## config.mk

```make
export PLATFORM = sky130hd
export DESIGN_NAME = rv32v_wb_sequencer
export DESIGN_NICKNAME = d
export VERILOG_FILES = /design/src/rtl/rv32v_wb_sequencer.sv
export SDC_FILE = /design/constraint.sdc
export NUM_CORES = 1
export LEC_CHECK = 0
export BUFFER_PORTS_ARGS = -buffer_cell sky130_fd_sc_hd__buf_2
export CORE_MARGIN = 2
export CORE_UTILIZATION = 44
export CTS_BUF_LIST = sky130_fd_sc_hd__clkbuf_4 sky130_fd_sc_hd__clkbuf_8
export DETAILED_ROUTE_END_ITERATION = 7
export PLACE_DENSITY_LB_ADDON = 0.2
export SYNTH_ARGS = -nofsm -noshare
export SYNTH_HDL_FRONTEND = slang
export SYNTH_SLANG_ARGS = --single-unit
```

## constraint.sdc

```tcl
create_clock -name CLK -period 2 [get_ports CLK]
set_input_delay 0.1 -clock CLK [delete_from_list [all_inputs] [get_ports CLK]]
set_output_delay 0.1 -clock CLK [all_outputs]
set_load 0.01 [all_outputs]
```

## src/rtl/rv32v_wb_sequencer.sv

```systemverilog
// rv32v_wb_sequencer: turns NUM_LANES-wide vector result beats into register-file writes and retires the instruction.
module rv32v_wb_sequencer #(
  parameter int NUM_LANES = 2,
  parameter int VL_WIDTH  = 7
) (
  input  logic                      CLK,
  input  logic                      RST,
  input  logic                      flush,
  input  logic                      start_valid,
  output logic                      start_ready,
  input  logic [4:0]                start_vd,
  input  logic [VL_WIDTH:0]         start_vl,
  input  logic [1:0]                start_sew,
  input  logic                      res_valid,
  output logic                      res_ready,
  input  logic [32*NUM_LANES-1:0]   res_data,
  output logic                      rf_wen,
  output logic [NUM_LANES-1:0]      rf_lane_en,
  output logic [4:0]                rf_vd,
  output logic [VL_WIDTH-1:0]       rf_vd_offset,
  output logic [32*NUM_LANES-1:0]   rf_w_data,
  output logic [1:0]                rf_sew,
  output logic [VL_WIDTH:0]         rf_vl,
  output logic                      busy,
  output logic                      done
);
  typedef enum logic [1:0] {IDLE, WRITE, DONE} state_t;
  state_t state, state_n;
  logic [VL_WIDTH:0]   offset;
  logic [VL_WIDTH+1:0] off_next;
  logic                start_acc, beat_acc, last_beat;
  logic [NUM_LANES-1:0] lane_en_n;
  always_comb begin
    start_ready = state == IDLE;
    res_ready   = state == WRITE && !flush;
    busy        = state != IDLE;
    done        = state == DONE && !flush;
    start_acc   = start_valid && start_ready && !flush;
    beat_acc    = res_valid && res_ready;
    // one extra bit so offset+NUM_LANES past vl=2**VL_WIDTH cannot wrap
    off_next    = {1'b0, offset} + (VL_WIDTH+2)'(NUM_LANES);
    last_beat   = off_next >= {1'b0, rf_vl};
    lane_en_n   = '0;
    for (int i = 0; i < NUM_LANES; i++)
      lane_en_n[i] = ({1'b0, offset} + (VL_WIDTH+2)'(i)) < {1'b0, rf_vl};
    state_n = flush ? IDLE :
              state == IDLE  ? (start_acc ? (start_vl == '0 ? DONE : WRITE) : IDLE) :
              state == WRITE ? (beat_acc && last_beat ? DONE : WRITE) : IDLE;
  end
  always_ff @(posedge CLK) begin
    if (RST) begin
      state        <= IDLE;
      offset       <= '0;
      rf_wen       <= 1'b0;
      rf_lane_en   <= '0;
      rf_vd        <= '0;
      rf_vd_offset <= '0;
      rf_w_data    <= '0;
      rf_sew       <= '0;
      rf_vl        <= '0;
    end else begin
      state  <= state_n;
      rf_wen <= beat_acc;
      if (flush) begin
        offset <= '0;
      end else if (start_acc) begin
        offset <= '0;
        rf_vd  <= start_vd;
        rf_vl  <= start_vl;
        rf_sew <= start_sew;
      end else if (beat_acc) begin
        offset       <= off_next[VL_WIDTH:0];
        rf_w_data    <= res_data;
        rf_vd_offset <= offset[VL_WIDTH-1:0];
        rf_lane_en   <= lane_en_n;
      end
    end
  end
endmodule
```

==> impl_results.md <==
- Period utilization: 0.944
- TritonCTS clock tree: yes
- Critical path class: reg2reg
- Setup violations, final: 0
- Via density: around 4.9
- CP max FO: 3
- PwrDens: 600 mW/mm2
- Leakage power: 2.60 nW
- Port Buffers: around 180
- DP Wirelength: 7490 um
- Number of synthesized register bits: 97
- Synthesis-to-finish area growth: 52.4%
- Worst-path clk slew: 0.09 ns
- Post-route ant nets: 0
- Max Clock Skew: 0.00879 ns
- Detailed Route Iter0 Violations: 120
- Core Box Area: about 0.0086 mm2
- Critical-path top delay cell: dfxtp_4
- Root Buffer: clkbuf_8
- Gate power share: 0.115
- Share of cells above drive strength 1: 0.297
- Die Y: slightly below 100 um
- # IOs: 177
- YS warnings: 0
- Pint: 2.67 mW
- Number of buffers created by CTS: 9
- Flop pwr share: 0.557
- Worst EP arrival: ~2.1 ns
- FF/Latch Area: 0.00195 mm2
- Filler cells: between 700 and 800
- Initial Util: 0.449
- Max-slew violation count: 0
- Post-Layout Cell Count: roughly 850
- GRT Total Usage: 0.238
- Synth Area per Inst: 7.91 um2
- Maxcap violations: 0
- Cell area after synthesis: 0.00387 mm2
- Mapped Cells: 490
- Crit path cell chain: and3_4 -> nand3_2 -> xnor2_1 -> ha_1 -> o21a_1 -> o221ai_2 -> a32o_1 -> a22o_1
- Worst-skew pair later-pin latency: 0.35 ns
- Remaining global-route overflow: 0
- Final net count: 839
- Hold Path Class: in2reg
- Fmax: 530 MHz
- Die X: 97.8 um
- # diodes: 0
- Full die area: 0.00957 mm2
- Crit path time final: 1.89 ns
- Deepest clock path buffer count: 2
- Sw Ratio: 0.246
- Outcome: completed
- Final Hold Viols: 0
- Sequential area share after synthesis: 0.501
- Pin count of the biggest net entering global routing: 36
- Clock tree sinks: between 90 and 100
- Switching pwr: 0.870 mW
- Post-CTS Setup Bufs: 0
- Area of the multi-input gates: 0.00180 mm2
- Placed cells: 758
- Post-synth net total: 590
- Routed wire length: 11500 um
- CP startpoint kind: flop
- H-tree level count: 3
- Vias in the first global route: between 4000 and 5000
- RePlAce Congestion: 0.803
- Row cnt: 34
- Initial antenna violation count: 0
- First-pass DRT Iterations: 4
- Critical path capture point type: flop
- DRC: 0
- Clock network fraction of total power: 0.328
- CP required: 2.24 ns
- Setup tns final: 0 ns
- Count of different cell masters after synthesis: 36
- Avg WL per Cell: approximately 13 um
- Crit-path max cell delay: between 0.3 and 0.4 ns
- Tot Pwr: 3.54 mW
- Peak VDD IR: 0.000396 V
- DR vias: 4131
- First-pass GRT wire length: roughly 19000 um
==> cell families after synthesis <==
logic type	share of synthesized area
and+or+nand+nor	0.219
AOI/OAI and AO/OA	0.156
DFF	0.501
buffers and inverters	0.0481
adders and majority gates	0.0517
xor gates and xnor gates	0.0203
other	0.000968
muxes	0.00258
==> Yosys cell counts (all sizes together) <==
cell | number | area share
a211oi | 2 | 0.0039
a21o | 2 | 0.0039
a21oi | 94 | 0.12
a22o | 1 | 0.0023
a311oi | 1 | 0.0023
a32o | 1 | 0.0026
a41oi | 1 | 0.0023
and2 | 2 | 0.0032
and3 | 2 | 0.0032
buf | 16 | 0.023
clkbuf | 16 | 0.016
conb | 1 | 0.00097
dfxtp | 97 | 0.50
ha | 16 | 0.052
inv | 10 | 0.0097
mux2i | 1 | 0.0026
nand2 | 183 | 0.18
nand2b | 1 | 0.0016
nand3 | 4 | 0.0052
nand4 | 1 | 0.0016
nor2 | 11 | 0.011
nor2b | 1 | 0.0016
nor3b | 2 | 0.0068
nor4 | 2 | 0.0032
o211ai | 1 | 0.0019
o21a | 2 | 0.0039
o21ai | 4 | 0.0052
o21bai | 2 | 0.0039
o221ai | 1 | 0.0023
or2 | 1 | 0.0016
or3 | 2 | 0.0032
xnor2 | 5 | 0.011
xor2 | 4 | 0.0090
==> critical path: cells and delay by family (launching register included) <==
kind	cells	cell delay (ns)
simple gates	2	0.28
compound gates	4	0.69
xor+xnor	1	0.14
flops	1	0.38
fa+ha+maj	1	0.30
==> through the flow <==
step	setup slack, ns	hold WS [ns]	utilization	area, um2
4_1_cts	0.0166	0.0123	0.676	5840
3_5_place_dp	-0.00829	0.346	0.565	4880
3_3_place_gp	0.0472	0.340	0.565	4880
2_1_floorplan	0.0309	0.232	-	3870
5_1_grt	-0.00475	0.0285	0.684	5900
6_report	0.112	0.0276	0.684	5900
==> layout make-up <==
| cell class | count | share of cell area |
|---|---|---|
| clock buffers | 10 | 0.0233 |
| flip-flops and latches | 97 | 0.331 |
| well taps | 108 | 0.0229 |
| multi-input cells | 351 | 0.305 |
| repair buffers | 270 | 0.304 |
| clock inverters | 5 | 0.00678 |
| inverters | 10 | 0.00636 |
==> timing repair <==
item / in CTS / in global routing
endpoints found under the setup margin: 1 / 2
pin swaps: 0 / 2
gates resized for setup: 2 / 13
endpoints found under the hold margin: 78 / 0
hold buffers: 78 / 0
==> power groups by stage <==
stage          registers (mW)  clock network, mW  logic, mW
2_1_floorplan            2.03                  0      0.123
6_report                 1.97               1.16      0.408
3_3_place_gp             2.02                  0      0.280
5_1_grt                  1.98               1.29      0.448
4_1_cts                  1.97               1.20      0.400
3_5_place_dp             2.02                  0      0.281
==> state kept, by name, indices dropped and copies added (netlist names) <==
name / count
rf_lane_en: 2
rf_sew: 2
rf_vd_offset: 6
rf_w_data: 64
rf_vd: 5
state: 2
rf_vl: 8
offset: 7
rf_wen: 1
==> layer usage <==
layer  routed length (um)  track usage
met5                    0            0
met4                  230       0.0769
met3                  766       0.0573
met2                 5540        0.415
met1                 4920        0.289
==> layout by cell type (no fill, tap or decap), drive strengths merged, types with 3 or more instances in the layout <==
cell         instances
a21oi               94
buf                192
clkbuf              10
clkinvlp             3
dfxtp               97
dlygate4sd3         78
ha                  16
inv                 12
nand2              183
nand3                4
nor2                11
o21ai                4
xnor2                5
xor2                 4
==> final timing paths <==
| path | startpoint | end | slack (ns) | depth (start not counted) |
|---|---|---|---|---|
| min reg2reg | rf_vd_offset[4] | rf_vd_offset[4] | 0.46 | 2 |
| min | start_vl[1] | rf_vl[1] | 0.03 | 3 |
| max reg2reg | offset[3] | state[0] | 0.11 | 8 |
| max | offset[3] | state[0] | 0.11 | 8 |
Note: power is estimated with default switching activity, not from simulation.
